`src/rtl/rtc_bus_responder.sv`:
```
// -----------------------------------------------------------------------------
// rtc_bus_responder
//
// Purpose:
//    Slave responder for a multiplexed address/data controller bus that fronts
//    a 16 x 8 register file (addresses 0x00-0x0F). An address phase loads the
//    latched address. A data phase either writes the addressed register or
//    returns its contents on AdressDatao. Addresses 0x10-0xFF read back as 0x00
//    and ignore writes. The latched address is kept between transactions and
//    never auto-increments.
//
// Optional feature (compile-time macro RTC_RESPONDER_TICK_EN):
//    When defined, a divider produces a one-second tick every TICK_DIV clocks.
//    Each tick BCD-increments register 0x00 (seconds, 0x59 -> 0x00). On the
//    wrap it BCD-increments register 0x01 (minutes, 0x59 -> 0x00, no hour
//    carry). A bus write to 0x00/0x01 beats a simultaneous tick for that
//    register and restarts the divider. When undefined, no divider exists and
//    registers change only through bus writes.
//
// Ports:
//    clock         in   1  system clock, all logic on the rising edge
//    reset         in   1  synchronous, active-high reset
//    CS            in   1  chip select, active-low
//    AD            in   1  phase select: 0 = address phase, 1 = data phase
//    WR            in   1  write strobe, active-low
//    RD            in   1  read strobe, active-low
//    AdressDatai   in   8  multiplexed address/data from the controller
//    AdressDatao   out  8  read data (0x00 outside READ)
//    data_oe       out  1  high exactly while the FSM is in READ
//    addr_latched  out  8  most recently committed address
//    rstate        out  2  FSM state code (IDLE=0, ADDR=1, WRITE=2, READ=3)
// -----------------------------------------------------------------------------
module rtc_bus_responder #(
   parameter int unsigned TICK_DIV = 100
) (
   input  logic       clock,
   input  logic       reset,
   input  logic       CS,
   input  logic       AD,
   input  logic       WR,
   input  logic       RD,
   input  logic [7:0] AdressDatai,
   output logic [7:0] AdressDatao,
   output logic       data_oe,
   output logic [7:0] addr_latched,
   output logic [1:0] rstate
);

   typedef enum logic [1:0] {
      ST_IDLE  = 2'd0,
      ST_ADDR  = 2'd1,
      ST_WRITE = 2'd2,
      ST_READ  = 2'd3
   } state_e;

   // A zero divider would make the tick comparison meaningless.
   if (TICK_DIV < 32'd1) begin : g_tick_div_check
      $error("rtc_bus_responder: TICK_DIV must be at least 1");
   end

   // Registered copies of the bus; the FSM looks only at these.
   logic       cs_q;
   logic       ad_q;
   logic       wr_q;
   logic       rd_q;
   logic [7:0] bus_q;

   state_e     state_q;
   state_e     state_d;
   logic [7:0] cap_q;
   logic [7:0] cap_d;
   logic [7:0] addr_q;
   logic [7:0] addr_d;
   logic [7:0] regs_q      [16];
   logic [7:0] regs_d      [16];
   logic [7:0] regs_tick_s [16];
   logic [7:0] dout_q;
   logic [7:0] dout_d;
   logic       oe_q;
   logic       oe_d;

   logic       commit_s;
   logic       commit_addr_s;
   logic       commit_reg_s;

   // Sample the controller bus once; idle values on reset so nothing starts.
   always_ff @(posedge clock) begin
      if (reset) begin
         cs_q  <= 1'b1;
         ad_q  <= 1'b0;
         wr_q  <= 1'b1;
         rd_q  <= 1'b1;
         bus_q <= 8'h00;
      end else begin
         cs_q  <= CS;
         ad_q  <= AD;
         wr_q  <= WR;
         rd_q  <= RD;
         bus_q <= AdressDatai;
      end
   end

   // FSM next state, bus capture and commit decision.
   always_comb begin
      state_d  = state_q;
      cap_d    = cap_q;
      commit_s = 1'b0;
      case (state_q)
         ST_IDLE: begin
            // RD and WR low together is illegal and ignored.
            if (!cs_q && !(!wr_q && !rd_q)) begin
               if (!wr_q) begin
                  cap_d = bus_q;
                  if (ad_q) begin
                     state_d = ST_WRITE;
                  end else begin
                     state_d = ST_ADDR;
                  end
               end else if (!rd_q && ad_q) begin
                  state_d = ST_READ;
               end else begin
                  // RD low during an address phase is illegal.
                  state_d = ST_IDLE;
               end
            end else begin
               state_d = ST_IDLE;
            end
         end
         ST_ADDR, ST_WRITE: begin
            // WR high commits even if CS rose in the same cycle; CS high
            // with WR still low abandons the phase.
            if (wr_q) begin
               commit_s = 1'b1;
               state_d  = ST_IDLE;
            end else if (cs_q) begin
               state_d  = ST_IDLE;
            end else begin
               cap_d    = bus_q;
               state_d  = state_q;
            end
         end
         ST_READ: begin
            if (rd_q || cs_q) begin
               state_d = ST_IDLE;
            end else begin
               state_d = ST_READ;
            end
         end
         default: begin
            state_d = ST_IDLE;
         end
      endcase
   end

   assign commit_addr_s = commit_s && (state_q == ST_ADDR);
   assign commit_reg_s  = commit_s && (state_q == ST_WRITE) && (addr_q[7:4] == 4'h0);

`ifdef RTC_RESPONDER_TICK_EN
   localparam int unsigned   DIV_W    = (TICK_DIV > 32'd1) ? $clog2(TICK_DIV) : 1;
   localparam logic [DIV_W-1:0] DIV_LAST = DIV_W'(TICK_DIV - 32'd1);

   logic [DIV_W-1:0] div_q;
   logic [DIV_W-1:0] div_d;
   logic             tick_s;
   logic             rtc_wr_s;

   // BCD increment within 00..59; 0x59 wraps to 0x00.
   function automatic logic [7:0] bcd_inc59(input logic [7:0] v);
      logic [7:0] r;
      if (v == 8'h59) begin
         r = 8'h00;
      end else if (v[3:0] >= 4'h9) begin
         r = {v[7:4] + 4'h1, 4'h0};
      end else begin
         r = {v[7:4], v[3:0] + 4'h1};
      end
      return r;
   endfunction

   assign tick_s   = (div_q == DIV_LAST);
   assign rtc_wr_s = commit_reg_s && (addr_q[7:1] == 7'h00);

   // Apply the tick to seconds/minutes; a bus write later overrides it.
   always_comb begin
      regs_tick_s = regs_q;
      if (tick_s) begin
         regs_tick_s[0] = bcd_inc59(regs_q[0]);
         if (regs_q[0] == 8'h59) begin
            regs_tick_s[1] = bcd_inc59(regs_q[1]);
         end else begin
            regs_tick_s[1] = regs_q[1];
         end
      end else begin
         regs_tick_s[0] = regs_q[0];
      end
   end

   // Divider restarts on each tick and on any bus write to the time registers.
   always_comb begin
      if (rtc_wr_s || tick_s) begin
         div_d = {DIV_W{1'b0}};
      end else begin
         div_d = div_q + DIV_W'(1'b1);
      end
   end

   // Divider register.
   always_ff @(posedge clock) begin
      if (reset) begin
         div_q <= {DIV_W{1'b0}};
      end else begin
         div_q <= div_d;
      end
   end
`else
   assign regs_tick_s = regs_q;
`endif

   // Address latch and register file next state; bus write has last word.
   always_comb begin
      if (commit_addr_s) begin
         addr_d = cap_q;
      end else begin
         addr_d = addr_q;
      end
      for (int i = 0; i < 16; i++) begin
         if (commit_reg_s && (addr_q[3:0] == 4'(i))) begin
            regs_d[i] = cap_q;
         end else begin
            regs_d[i] = regs_tick_s[i];
         end
      end
   end

   // Read port follows the next-cycle state so it lines up with data_oe and
   // sees a write committed on the cycle the read begins.
   always_comb begin
      oe_d = (state_d == ST_READ);
      if ((state_d == ST_READ) && (addr_d[7:4] == 4'h0)) begin
         dout_d = regs_d[addr_d[3:0]];
      end else begin
         dout_d = 8'h00;
      end
   end

   // State, capture, address, register file and output registers.
   always_ff @(posedge clock) begin
      if (reset) begin
         state_q <= ST_IDLE;
         cap_q   <= 8'h00;
         addr_q  <= 8'h00;
         dout_q  <= 8'h00;
         oe_q    <= 1'b0;
         for (int i = 0; i < 16; i++) begin
            regs_q[i] <= 8'h00;
         end
      end else begin
         state_q <= state_d;
         cap_q   <= cap_d;
         addr_q  <= addr_d;
         dout_q  <= dout_d;
         oe_q    <= oe_d;
         for (int i = 0; i < 16; i++) begin
            regs_q[i] <= regs_d[i];
         end
      end
   end

   assign AdressDatao  = dout_q;
   assign data_oe      = oe_q;
   assign addr_latched = addr_q;
   assign rstate       = state_q;

endmodule

```
`config.mk`:
```
export PLATFORM = sky130hd
export DESIGN_NAME = rtc_bus_responder
export DESIGN_NICKNAME = d
export VERILOG_FILES = /design/src/rtl/rtc_bus_responder.sv
export SDC_FILE = /design/constraint.sdc
export NUM_CORES = 1
export LEC_CHECK = 0
export ABC_AREA = 1
export ABC_CLOCK_PERIOD_IN_PS = 2100
export CORE_ASPECT_RATIO = 0.9
export CORE_MARGIN = 2
export CORE_UTILIZATION = 50
export DETAILED_ROUTE_END_ITERATION = 16
export PLACE_DENSITY = 0.66
export SYNTH_ARGS = -nofsm -noshare
export SYNTH_HDL_FRONTEND = slang
export SYNTH_SLANG_ARGS = --single-unit
```
`constraint.sdc`:
```
create_clock -name clock -period 2.1 [get_ports clock]
set_input_delay 0.525 -clock clock [delete_from_list [all_inputs] [get_ports clock]]
set_output_delay 0.525 -clock clock [all_outputs]
set_load 0.005 [all_outputs]
```
* Yosys cells after proc, flatten, opt, wreduce, memory -nomap -nowiden *
Index checks and enable logic that the tools add are counted.

cells by class
  $add $sub $neg = 0
  $mul = 0
  divide/modulo/power cells = 0
  order comparisons = 1
  eq/ne operators = 23
  shift operators = 0
  muxes and demuxes = 35
  bitwise gates (word level) = 2
  reductions and logical operators = 36

operator list
  cell                                                 number
  two-way mux 8 bit                                    23
  binary-select mux 8 bit (select 4 bit)               1
  equality test 4 bit, second input constant           8
  logical AND 1 bit                                    23
  equality test 4 x 3 -> 1 bit, second input constant  4
  case mux 8 bit (2 select lines)                      1
  two-way mux 2 bit                                    7
  zero test 4 bit                                      3
  equality test 4 x 2 -> 1 bit, second input constant  2
  inequality test 2 bit, second input constant         4
  equality test 2 bit, second input constant           3
  case mux 2 bit (3 select lines)                      1
  >= comparator 5 bit, second input constant           1
  inverter 4 -> 5 bit                                  1
  AND reduction 5 bit                                  1
  equality test 4 x 1 -> 1 bit, second input constant  1
  zero test 1 bit                                      4
  OR reduction 2 bit                                   2
  equality test 2 x 1 -> 1 bit, second input constant  1
  zero test 2 bit                                      1
  two-way mux 1 bit                                    2
  nonzero test 2 bit                                   1
  logical OR 1 bit                                     1
  inverter 1 bit                                       1

word-level totals
  register bits after elaboration = 167
  bits in latches = 0
  bits in writable memories = 0
  bits in read-only memories = 0
  output and inout port bits = 19
  memories kept = 0

* Depth between registers and ports, before layout *
  word-level depth = 10
  depth in mapped cells = 14
  gate-level depth less buffers = 13

* Worst setup path before layout *
OpenSTA, ideal clock, no wires.

  path type = flip-flop to flip-flop
  from = register state_q[0] (netlist: rstate[0])
  to = register dout_q[5] (netlist: AdressDatao[5])
  library setup time = 128 ps
  arrival = 1827 ps
  required time = 1972 ps
  path slack = 145 ps
  cell stages (with the launch flop) = 12
  path buffers = 2
  clock period less this slack = 1955 ps
  cells stage by stage = dfxtp_1 -> inv_1 -> ha_1 -> nand3_2 -> o21ai_2 -> buf_2 -> buf_2 -> nand3_1 -> nand3_1 -> nand3_1 -> nand3_1 -> a21oi_1

on the way
  word-level cells in the longest chain between the ends = 10
  elaborated cells on any way between the ends = 54

ends and longest elaborated chain
  what                                                                        line           RTL
  start: declaration                                                          68             state_e state_q;
  start signal: assignment                                                    258            state_q <= state_d;
  equality test 2 x 1 -> 1 bit / equality test 2 bit (equally long branches)  108, 155, 156
  OR reduction 2 bit                                                          108            case (state_q)
  two-way mux 1 bit                                                           108
  logical AND 1 bit (2 in a row)                                              156            assign commit_reg_s = commit_s && (state_q == ST_WRITE) && (addr_q[7:4] == 4'h0);
  logical AND 1 bit                                                           227            if (commit_reg_s && (addr_q[3:0] == 4'(i))) begin
  two-way mux 8 bit                                                           227
  binary-select mux 8 bit (select 4 bit)                                      240            dout_d = regs_d[addr_d[3:0]];
  two-way mux 8 bit (not written as such) (2 in a row)                        240
  end signal: assignment                                                      261            dout_q <= dout_d;
  end: declaration                                                            77             logic [7:0] dout_q;

Several ways; a longest one is shown, not always the timed one. The select of a mux whose other input is x is not followed.
A chain may end at the register's enable or synchronous reset.

* Worst setup path in the final report *
  from = register state_q[1] (netlist: rstate[1])
  to = register dout_q[2] (netlist: AdressDatao[2])

Same word-level chain as after synthesis.

==> out/results.ini <==
[run_status]
outcome = complete, no violations

[worst_setup_path]
start_kind = flop
critical_path.slowest_cell = dfxtp_1
arrival_ns = 2.40
crit_chain = inv_2 > buf_4 > ha_2 > nand3_4 > o21ai_4 > inv_4 > buf_8 > nand3_1 > nand3_1 > nand3_2 > nand3_4 > a21oi_2
cp.required_ns = 2.46
r2r_slack_ns = 0.07
cpPeakStageDelay_ns = 0.32
setup.worst_path.class = reg -> reg
reg2reg_to = AdressDatao[2]$_SDFF_PP0_
worstPathMaxFanout = 16
reg2regPathDepth = 12
rr_startpoint = rstate[1]$_SDFF_PP0_
worstSetupEndpointType = flop

[cts]
cts_tree = built
clock_sinks = 167
clk_latency_ns = 0.43
h-tree-depth = 4
cts.path.max_buffers = 2
ctsHoldBuffers = 0
clock-root-buffer = clkbuf_16
path_clk_slew_ns = 0.06
numCtsBuffers = 17

[logic_synthesis]
yosys_warnings = 0
syn_inst = 1052
ys_seq_area_share_pct = 43.8
netlist-cell-type-count = 29
synth_edf_count = 0
async_reset_ff_share_pct = 0
synth_seq_cells = 167
syn-num-nets = 1071
avgSynthCellArea_um2 = 7.25
synthesis.area_um2 = 7630
yosys_most_used_dff = dfxtp_1

[pwr]
clkPwrFrac_pct = 48.6
power.total_mw = 6.87
power_density_nw_per_um2 = 724
ir_drop_v = 0.000628
power.switching_mw = 1.55
p_leak_nw = 3.88
seqPwrFrac_pct = 46.7
sw_frac_of_total_pct = 22.6
p_int_mw = 5.32
pwr-share-comb_pct = 4.7

[timing]
setup_ws_ns = 0.0676
fin_hold_ws_ns = 0.467
worst_pin_slew_ns = 0.507
drv_slew = 0
setup_violations = 0
period_share_pct = 96.8
rsz0062_at_grt = true
fmax_ghz = 0.492
fin_skew_ns = 0.00626
slew_headroom_pct = 66.1
finalHoldViolCount = 0
fin_crit_ns = 2.03

[job]
cap_violations = 0

[finish]
area_growth_pct = 24.5
final_area_um2 = 9490
fin_util_pct = 64.1
drive_gt1_share_pct = 20.3
n_antenna_cell = 0
nNetsFinal = 1112

[floorplan]
die_area_um2 = 16300
die_height_um = 121
start_util_pct = 51.5
die_w_um = 134
placementRows = 42
ios = 33
core_area_um2 = 14800

[min_path]
holdCritStartpoint = regs_q[30]$_SDFF_PP0_
hold-path-cell-count = 2
min_to = regs_q[30]$_SDFF_PP0_
hold_path_class = reg -> reg

[drt]
routedWlPerCell_um = 17.3
dr_total_vias = 7383
drt-initial-drc-count = 771
totalWireLength_mm = 22.5
final_antenna_net_count = 0
dr.pass1.iters = 5
vias_per_cell = 5.67
drcViolationCount = 0

[placement]
dp_slack_ns = -0.107
placed_cell_area_um2 = 8320
routabilityCongestion = 0.910
place_hpwl_mm = 14.4
port_buffers = 32

[grt]
overflow = 0
grt.total_usage_pct = 28.5
grt_pass1_vias = 6941
grt_first_pass_wirelength_mm = 36.2
antenna_found_initial = 0
grt_start_max_net_pins = 80

## state kept, by name, summed over array words and instances (netlist names)
name and count:
regs_q 128, AdressDatao 8, addr_latched 8, bus_q 8, cap_q 8, rstate 2, ad_q 1, cs_q 1
data_oe 1, rd_q 1, wr_q 1
## per-stage QoR
stage               setup TNS (ns)  std cells
global route                -0.252       1303
CTS                        -0.0298       1295
detailed placement          -0.346       1264
finish                           0       1303
floorplan                        0       1052
global placement            -0.124       1264
## area by class of cell
class                      instances  area, um^2
timing repair buffer              84         857
tap                              198         248
multi-input combinational        770        4220
clock inverter                    11         174
sequential                       167        3350
fill                            1356        5330
inverter                          53         204
clock buffer                      20         447
## power by group through the flow
stage,Sequential (mW),Combinational [mW],Clock (mW)
5_1_grt,3.21,0.347,3.50
3_5_place_dp,3.28,0.289,0
4_1_cts,3.21,0.291,3.35
6_report,3.21,0.322,3.34
3_3_place_gp,3.28,0.288,0
2_1_floorplan,3.27,0.174,0
## worst max-delay path by stage
stage | depth (start not counted) | startpoint | endpoint
6_report | 12 | rstate[1]$_SDFF_PP0_ | AdressDatao[2]$_SDFF_PP0_
5_1_grt | 14 | rstate[0]$_SDFF_PP0_ | AdressDatao[3]$_SDFF_PP0_
4_1_cts | 12 | rstate[0]$_SDFF_PP0_ | AdressDatao[6]$_SDFF_PP0_
3_5_place_dp | 12 | rstate[0]$_SDFF_PP0_ | AdressDatao[6]$_SDFF_PP0_
3_3_place_gp | 12 | rstate[0]$_SDFF_PP0_ | AdressDatao[6]$_SDFF_PP0_
2_1_floorplan | 11 | rstate[0]$_SDFF_PP0_ | AdressDatao[5]$_SDFF_PP0_
## critical path, delay by kind of cell, from the launching register on
kind            cells  cell delay (ns)
simple gates        5             0.57
buf+inv             4             0.46
compound gates      2             0.42
flops               1             0.32
fa+ha+maj           1             0.18
## cell families after synthesis
logic type	Yosys count	synth area share, %
AOI/OAI and AO/OA	170	11.5
adders and majority gates	5	0.820
buffers and inverters	116	6.55
DFF	167	43.8
and+or+nand+nor	594	37.3
## per-layer routing
layer | wire length [um] | part of all wire [%] | global-route usage, % | vias to the layer above
met1 | 10400 | 46 | 39.8 | 3448
met2 | 10200 | 45 | 44.1 | 225
li1 | - | - | - | 3653
met5 | 0 | 0 | 0 | -
met3 | 1270 | 5.6 | 6.10 | 57
met4 | 614 | 2.7 | 9.01 | 0
## timing repair
action | in CTS | in global routing
pin swaps | 0 | 24
hold endpoints to repair | 0 | 0
gates cloned | 0 | 2
buffers inserted | 0 | 6
setup endpoints to repair | 8 | 12
resized for setup | 7 | 107
## cell usage in the layout (no fill, tap or decap), types with 3 or more instances in the layout
| cell type | Yosys | routed |
|---|---|---|
| inv_2 | 5 | 5 |
| inv_1 | 48 | 46 |
| nor2_4 | 2 | 5 |
| nand3_4 | 1 | 5 |
| nand2_1 | 248 | 211 |
| a21oi_1 | 140 | 134 |
| bufinv_16 | 0 | 4 |
| nand3_2 | 2 | 43 |
| buf_6 | 1 | 3 |
| clkbuf_16 | 0 | 18 |
| clkinvlp_4 | 0 | 3 |
| clkdlybuf4s50_1 | 0 | 31 |
| nor2_2 | 8 | 7 |
| a21oi_2 | 0 | 6 |
| dfxtp_1 | 167 | 165 |
| buf_4 | 4 | 39 |
| nand3_1 | 268 | 223 |
| nor2_1 | 33 | 32 |
| buf_12 | 1 | 9 |
| o21ai_1 | 6 | 6 |
| o21ai_0 | 17 | 17 |
| nor2_8 | 10 | 10 |
| o21ai_2 | 4 | 3 |
| nand4_1 | 9 | 9 |
| or2_2 | 3 | 3 |
| nand2_2 | 9 | 45 |
## cells in the mapped netlist, types with 3 or more instances
library cell | number | share of area, %
ha_1 | 5 | 0.82
dfxtp_1 | 167 | 44
nor2_8 | 10 | 2.6
inv_1 | 48 | 2.4
nand2_1 | 248 | 12
or2_2 | 3 | 0.25
nand2_2 | 9 | 0.74
inv_2 | 5 | 0.25
a21oi_1 | 140 | 9.2
nand4_1 | 9 | 0.74
clkbuf_1 | 34 | 1.7
buf_4 | 4 | 0.39
o21ai_2 | 4 | 0.46
nor2_2 | 8 | 0.66
o21ai_1 | 6 | 0.39
buf_1 | 3 | 0.15
o21ai_0 | 17 | 1.1
nor2_1 | 33 | 1.6
buf_2 | 19 | 1.2
nand3_1 | 268 | 18
No activity file was read; power rests on OpenSTA's default activity.
